File: config.mk
export PLATFORM = sky130hd
export DESIGN_NAME = bch_bm_sched
export DESIGN_NICKNAME = d
export VERILOG_FILES = /design/src/rtl/bch_bm_sched.sv
export SDC_FILE = /design/constraint.sdc
export NUM_CORES = 1
export LEC_CHECK = 0
export CORE_MARGIN = 2
export CORE_UTILIZATION = 55
export CTS_CLUSTER_DIAMETER = 200
export DETAILED_ROUTE_END_ITERATION = 16
export HOLD_SLACK_MARGIN = 0.1
export PLACE_DENSITY = 0.85
export SETUP_SLACK_MARGIN = 0.3
export SLEW_MARGIN = 20
export SYNTH_ARGS = -nofsm -noshare
export SYNTH_HDL_FRONTEND = slang
export SYNTH_SLANG_ARGS = --single-unit
File: constraint.sdc
create_clock -name iclk -period 4.8 [get_ports iclk]
set_input_delay 0.72 -clock iclk [delete_from_list [all_inputs] [get_ports iclk]]
set_output_delay 0.72 -clock iclk [all_outputs]
set_load 0.02 [all_outputs]
File: src/rtl/bch_bm_sched.sv
// Round-robin scheduler sharing one Berlekamp-Massey unit between several
// syndrome channels; completion is steered back to the issuing channel.
module bch_bm_sched #(
  parameter int pCH_NUM = 4,
  parameter int pCH_W   = 2,
  parameter int m       = 4,
  parameter int t2      = 6,
  parameter int pPTR_W  = 2
) (
  input  logic                        iclk,
  input  logic                        ireset_n,
  input  logic                        iclkena,
  input  logic [pCH_NUM-1:0]          isyn_val,
  input  logic [pCH_NUM*pPTR_W-1:0]   isyn_ptr,
  input  logic [pCH_NUM*t2*m-1:0]     isyndrome,
  output logic                        obm_syn_val,
  output logic [pPTR_W-1:0]           obm_syn_ptr,
  output logic [t2*m-1:0]             obm_syndrome,
  input  logic                        ibm_done,
  output logic [pCH_NUM-1:0]          oloc_val,
  output logic [pCH_W-1:0]            ochan,
  output logic                        obusy,
  output logic [pCH_NUM-1:0]          opending,
  output logic [pCH_NUM-1:0]          ooverflow,
  input  logic                        iclr_ovf
);

  localparam int SYN_W = t2 * m;

  typedef enum logic {IDLE, WAIT} state_t;

  state_t                      state, state_next;
  logic [pCH_W-1:0]            last_grant;
  logic [pCH_W-1:0]            sel;
  logic                        sel_found;
  logic                        issue;
  logic [pCH_NUM*SYN_W-1:0]    hold_syn;
  logic [pCH_NUM*pPTR_W-1:0]   hold_ptr;

  // Search last_grant+1, +2, ... with wrap; the first pending channel wins.
  always_comb begin : rr_pick
    logic [pCH_W:0] cand;
    cand      = '0;
    sel       = last_grant;
    sel_found = 1'b0;
    for (int k = 1; k <= pCH_NUM; k++) begin
      cand = {1'b0, last_grant} + (pCH_W+1)'(k);
      if (cand >= (pCH_W+1)'(pCH_NUM))
        cand = cand - (pCH_W+1)'(pCH_NUM);
      if (!sel_found && opending[cand[pCH_W-1:0]]) begin
        sel       = cand[pCH_W-1:0];
        sel_found = 1'b1;
      end
    end
  end

  always_comb begin
    state_next = state;
    issue      = 1'b0;
    case (state)
      IDLE: if (sel_found) begin
        issue      = 1'b1;
        state_next = WAIT;
      end
      WAIT: if (ibm_done) state_next = IDLE;
      default: state_next = IDLE;
    endcase
  end

  genvar gi;
  generate
    for (gi = 0; gi < pCH_NUM; gi++) begin : g_ch
      logic               granted;
      logic               pend;
      logic               ovf;
      logic [SYN_W-1:0]   syn;
      logic [pPTR_W-1:0]  ptr;

      assign granted = issue && (sel == pCH_W'(gi));

      // A granted channel may accept a new set on the same edge its old one leaves.
      always_ff @(posedge iclk or negedge ireset_n) begin
        if (!ireset_n) begin
          pend <= 1'b0;
          ovf  <= 1'b0;
          syn  <= '0;
          ptr  <= '0;
        end else if (iclkena) begin
          if (isyn_val[gi] && (!pend || granted)) begin
            syn <= isyndrome[gi*SYN_W +: SYN_W];
            ptr <= isyn_ptr[gi*pPTR_W +: pPTR_W];
          end
          if (isyn_val[gi])
            pend <= 1'b1;
          else if (granted)
            pend <= 1'b0;
          if (isyn_val[gi] && pend && !granted)
            ovf <= 1'b1;
          else if (iclr_ovf)
            ovf <= 1'b0;
        end
      end

      assign opending[gi]                      = pend;
      assign ooverflow[gi]                     = ovf;
      assign hold_syn[gi*SYN_W +: SYN_W]       = syn;
      assign hold_ptr[gi*pPTR_W +: pPTR_W]     = ptr;
    end
  endgenerate

  always_ff @(posedge iclk or negedge ireset_n) begin
    if (!ireset_n) begin
      state        <= IDLE;
      last_grant   <= pCH_W'(pCH_NUM-1);
      obm_syn_val  <= 1'b0;
      obm_syn_ptr  <= '0;
      obm_syndrome <= '0;
      oloc_val     <= '0;
      ochan        <= '0;
      obusy        <= 1'b0;
    end else if (iclkena) begin
      state       <= state_next;
      obm_syn_val <= issue;
      oloc_val    <= '0;
      if (issue) begin
        obm_syndrome <= hold_syn[sel*SYN_W +: SYN_W];
        obm_syn_ptr  <= hold_ptr[sel*pPTR_W +: pPTR_W];
        ochan        <= sel;
        last_grant   <= sel;
        obusy        <= 1'b1;
      end else if (state == WAIT && ibm_done) begin
        oloc_val <= pCH_NUM'(1) << ochan;
        obusy    <= 1'b0;
      end
    end
  end

endmodule

Yosys cells after proc, flatten, opt, wreduce, memory -nomap -nowiden --
Cells that the tools add are included.
Word-level totals: bits in latches 0, bits in read-only memories 0, output and inout port bits 42, word-level logic and storage cells 148, memories kept 0, RAM bits 0, flip-flop bits (word level) 149, bits of input ports 113
Operators by class: equal/unequal tests 3, shifts and indexed selects 3, reduce and logical (&&, ||, !) cells 59, $mul 1, multiplexer cells 41, $lt $le $gt $ge 8, div/mod/pow operators 0, bitwise gates (word level) 1, $add $sub $neg 8
Operators with widths (count):
- $shiftx A96 B8 Y24 | 1
- $reduce_and A2 Y1 | 14
- $mux W1 | 26
- $logic_and A1 B1 Y1 | 20
- $reduce_bool A2 Y1 | 9
- $mux W2 | 8
- $ge A3 B3 Y1 const B | 4
- $lt A2 B3 Y1 const B | 4
- $logic_not A1 Y1 | 11
- $bmux W1 S2 | 4
- $mux W4 | 2
- $shiftx A8 B4 Y2 | 1
- $sub A2 B1 Y2 const B | 4
- $add A2 B2 Y3 const B | 2
- $eq A2 B2 Y1 const B | 2
- $logic_or A1 B1 Y1 | 4
- $mul A2 B2 Y4 const B | 1
- $shl A1 B2 Y4 const A | 1
- $add A2 B1 Y3 const B | 1
- $add A2 B3 Y3 const B | 1
- $eq A2 B1 Y1 const B | 1
- $logic_not A2 Y1 | 1
- $pmux W1 S2 | 1
- $not A1 Y1 | 1

Logic depth before layout (Yosys ltp) --
depth after elaboration 22, depth in mapped cells 9, mapped depth without buffers 5

Worst setup path before layout --
OpenSTA, ideal clock, no wires.
kind register -> register, start reg last_grant[1], end reg g_ch[3].ptr[1], required time 4.675 ns, path buffers 2, library setup time 0.125 ns, arrival time 2.086 ns, clock period less this slack 2.211 ns, stages on the path, launching flop included 8, path slack 2.589 ns, path through dfstp_2 > buf_2 > or3b_1 > a21oi_1 > o31ai_2 > a21oi_4 > buf_6 > mux2_2
On the way: word-level cells in the longest chain between the ends 21, elaborated cells on any way between the ends 45, classes of those cells add/sub (8); order compare (4); eq/ne (1); mux (22); reduce/logical (10)
RTL lines:
- start, declared | line 33 | logic [pCH_W-1:0] last_grant;
- start signal, assigned | line 114 | last_grant <= pCH_W'(pCH_NUM-1);
- start signal, assigned | line 129 | last_grant <= sel;
- $add A2 B1 Y3 | line 47 | cand = {1'b0, last_grant} + (pCH_W+1)'(k);
- $ge A3 B3 Y1 / $sub A2 B1 Y2 (equally long branches) | line 48, 49
- $mux W2 | line 48 | if (cand >= (pCH_W+1)'(pCH_NUM))
- $bmux W1 S2 | line 50 | if (!sel_found && opending[cand[pCH_W-1:0]]) begin
- $mux W1 (not written as such) | line 50
- $mux W1 | line 50
- $logic_not A1 Y1 | line 50
- $logic_and A1 B1 Y1 | line 50
- [... 5 more ...]
- $logic_and A1 B1 Y1 | line 50
- $mux W1 | line 50
- $mux W1 | line 61 | IDLE: if (sel_found) begin
- $mux W1 | line 60 | case (state)
- $logic_and A1 B1 Y1 (*) | line 79 | assign granted = issue && (sel == pCH_W'(gi));
- $logic_or A1 B1 Y1 (*) | line 89 | if (isyn_val[gi] && (!pend || granted)) begin
- $logic_and A1 B1 Y1 (*) | line 89
- $reduce_and A2 Y1 (no line) (*)
- end signal, assigned | line 91 | ptr <= isyn_ptr[gi*pPTR_W +: pPTR_W];
- end, declared | line 77 | logic [pPTR_W-1:0] ptr;
Mark *: on every way between the ends. The rest lies on a longest branch, timed or not. The select of a mux whose other input is x is not followed. A chain may end at the register's enable or synchronous reset.

Final worst setup path --
start in iclkena, end reg g_ch[1].syn[11]
On the way: word-level cells in the longest chain between the ends 1
RTL lines:
- start, declared | line 12 | input logic iclkena,
- $reduce_and A2 Y1 (no line)
- end signal, assigned | line 90 | syn <= isyndrome[gi*SYN_W +: SYN_W];
- end, declared | line 76 | logic [SYN_W-1:0] syn;
No other way between the ends.

==> flow_summary.toml <==
[synthesis]
syn_area_um2 = 7280
avgSynthCellArea_um2 = 10.5
synth-edff-count = 0
ys_seq_area_share_pct = 51.3
yosysWarnings = 0
synth_cells = 690
async_reset_ff_share_pct = 100
synth_ff_type = "dfrtp_1"
synth_cell_types = 44
syn_nets = 803
ys_ff_latch = 149

[global_routing]
grt_usage_pct = 30.0
antenna_found_initial = 0
grt_pass1_wl_um = 32900
grt_max_degree = 111
grt_pass1_vias = 6209
overflow = 0

[clock_network]
cts_tree = "yes"
cts_root_buf = "clkbuf_16"
htreeDepth = 4
insertion_delay_ps = 430
cts_setup_buffers = 0
cts_buffers = 17
post_cts_resized = 0
clk_pin_slew_worst_paths_ps = 60
cts_sinks = 149
clockBufferDepth = 2
cts_hold_buf = 0

[setup_path]
path_cells = "clkdlybuf4s50_1 -> nand2b_1 -> o21a_1 -> o211ai_1"
crit_buf_inv = 1
cp-end-kind = "register"
worstPathArrival_ps = 3370
critPathKind = "input pin to register"
cpPeakStageDelay_ps = 870
worstSetupEndpoint = "g_ch[1].syn[11]$_DFFE_PN0P_"
cpLargestDelayFamily = "compound AO/OA/AOI/OAI gates"
worstPathMaxFanout = 27
crit_required_ps = 5070
ff2ff_setup_slack_ps = 1770
cp.depth = 4
timing.rr.end = "g_ch[0].syn[17]$_DFFE_PN0P_"
r2r-start = "g_ch[3].pend$_DFFE_PN0P_"
startpoint = "iclkena"
r2r_cells = 5
slowest_stage = "nand2b_1"
start_kind = "input pin"

[power_and_ir_drop]
intPower_w = 0.00399
seq_power_share_pct = 34.6
power_frac_comb_pct = 43.8
finalPower_w = 0.00670
powerDensity_nw_per_um2 = 714
power.net_switching_w = 0.00271
clock_power_share_pct = 21.6
p_sw_share_pct = 40.4
p_leak_nw = 3.73
ir_worst_vdd_v = 0.000428

[timing]
finalCriticalPeriod_ps = 3100
worst_slew_pin_slew_ps = 1120
rsz0062_at_grt = "no"
fin_skew_ps = 5.76
maxSlewViolCount = 0
setup-violations-final = 0
finalCritPeriodShare_pct = 64.6
tns_ps = 0
report.final.hold_viol_count = 0
fmax_mhz = 322
maxSlewHeadroom_pct = 25.5

[placed_design]
gp_congestion = 0.847
placed_cells = 952
portBuffers = 154
hpwl_um = 13400

[route]
drt_iter0_drc = 670
vias = 6245
drc = 0
viasPerCell = 6.35
antenna_left = 0
wire_per_inst_um = 20.8
drtPass1Iterations = 5
drt-total-wl_um = 20500

[floorplan]
io_pins = 155
initial_core_util_pct = 55.6
coreArea_um2 = 13100
fp-row-count = 42
fp.dieArea_um2 = 14200
die_x_um = 119
fp.dieH_um = 119

[finish]
seqCellArea_um2 = 3730
area_growth_pct = 28.9
multiInputGateArea_um2 = 3120
diodes = 0
fillers = 894
fin_nets = 908
drive_above_1_share_pct = 13.9
finalNonFillerCells = 984

[status]
outcome = "finished, final reports clean"

[flow_run]
drv_cap = 0

[worst_hold_path]
hold_path_class = "input pin to async pin"
-- state kept, by name, indices dropped and copies added (netlist names) --
register      count
state             1
ochan             2
g_ch.syn         96
oloc_val          4
last_grant        2
obm_syndrome     24
g_ch.ovf          4
obm_syn_ptr       2
obm_syn_val       1
g_ch.pend         4
g_ch.ptr          8
obusy             1
-- synthesized netlist by cell type (all sizes together), types with 8 or more instances --
master  instances  area [um2]
a21oi          35         194
o211ai         52         390
o21ai          11        55.1
nand2b         34         213
a221o          26         260
nand4          26         163
mux2           52         586
nand2          98         368
buf            38         249
clkbuf         42         158
o31ai          27         208
o22ai          30         200
inv             8        30.0
o22a           26         228
dfrtp         147        3680
-- final cells by class --
type | count | area share [%]
flip-flops and latches | 149 | 39.8
multi-input cells | 453 | 33.3
repair buffers | 166 | 17.4
clock buffers | 17 | 4.54
well taps | 176 | 2.35
clock inverters | 15 | 2.31
inverters | 8 | 0.320
-- metrics by stage --
stage,worst slack [ps],instance area [um2],utilization [%],hold slack [ps]
floorplan,2590,7280,-,424
global placement,1460,8730,66.7,479
detailed placement,1260,8730,66.7,494
CTS,1720,9370,71.6,464
global route,1470,9380,71.7,512
finish,1700,9380,71.7,401
-- power groups by stage --
stage          Clock (W)  Sequential, W  Combinational [W]
3_3_place_gp           0        0.00227            0.00273
2_1_floorplan          0        0.00226            0.00194
4_1_cts          0.00145        0.00230            0.00289
6_report         0.00145        0.00232            0.00293
3_5_place_dp           0        0.00230            0.00285
5_1_grt          0.00151        0.00239            0.00314
-- per-layer routing --
metal / track usage, % / up-vias / part of all wire (%)
li1: - / 2765 / -
met1: 40.8 / 3047 / 41
met2: 46.4 / 374 / 47
met3: 6.94 / 59 / 8.8
met4: 12.9 / 0 / 3.4
met5: 0 / - / 0
-- how the worst min path moves through the flow --
stage | end | depth (start not counted) | slack [ps] | from
2_1_floorplan | g_ch[0].ovf$_DFFE_PN0P_ | 0 | 420 | ireset_n
3_3_place_gp | g_ch[3].ovf$_DFFE_PN0P_ | 2 | 480 | g_ch[3].ovf$_DFFE_PN0P_
3_5_place_dp | g_ch[1].ovf$_DFFE_PN0P_ | 2 | 490 | g_ch[1].ovf$_DFFE_PN0P_
4_1_cts | oloc_val[2]$_DFFE_PN0P_ | 1 | 460 | ireset_n
5_1_grt | oloc_val[2]$_DFFE_PN0P_ | 1 | 510 | ireset_n
6_report | oloc_val[2]$_DFFE_PN0P_ | 1 | 400 | ireset_n
-- kinds of logic after synthesis --
group	count (synthesis)	share of synthesized area (%)
and+or+nand+nor	185	12.6
DFF	149	51.3
buffers and inverters	88	6.00
AOI/OAI and AO/OA	216	22.1
muxes	52	8.05
-- layout by cell type, fill, tap and decap left out, types with 2 or more instances in the layout --
master           synthesis  final
nor2_1                   6      5
o21a_1                   2      2
nor3_1                   3      2
inv_6                    0      5
nand2_1                 98     98
a21oi_2                  2      2
o22a_1                  26     26
bufinv_16                0      4
clkinv_4                 0      3
nand4_1                 26     26
o31ai_1                 26     26
or3_1                    2      2
a221o_1                 26     26
clkbuf_16                0     17
nand3b_1                 2      2
o22ai_1                 28     28
mux2_2                  52     52
buf_4                    9     12
a21o_1                   2      2
nand3_1                  4      4
o22ai_2                  2      2
o21ai_0                 11     11
clkdlybuf4s50_1          0    153
dfstp_2                  2      2
o211ai_1                52     52
inv_1                    8      8
nand2b_1                34     33
dfrtp_1                147    147
clkinvlp_4               0      2
a21oi_1                 32     32
(Power assumes the default switching activity.)
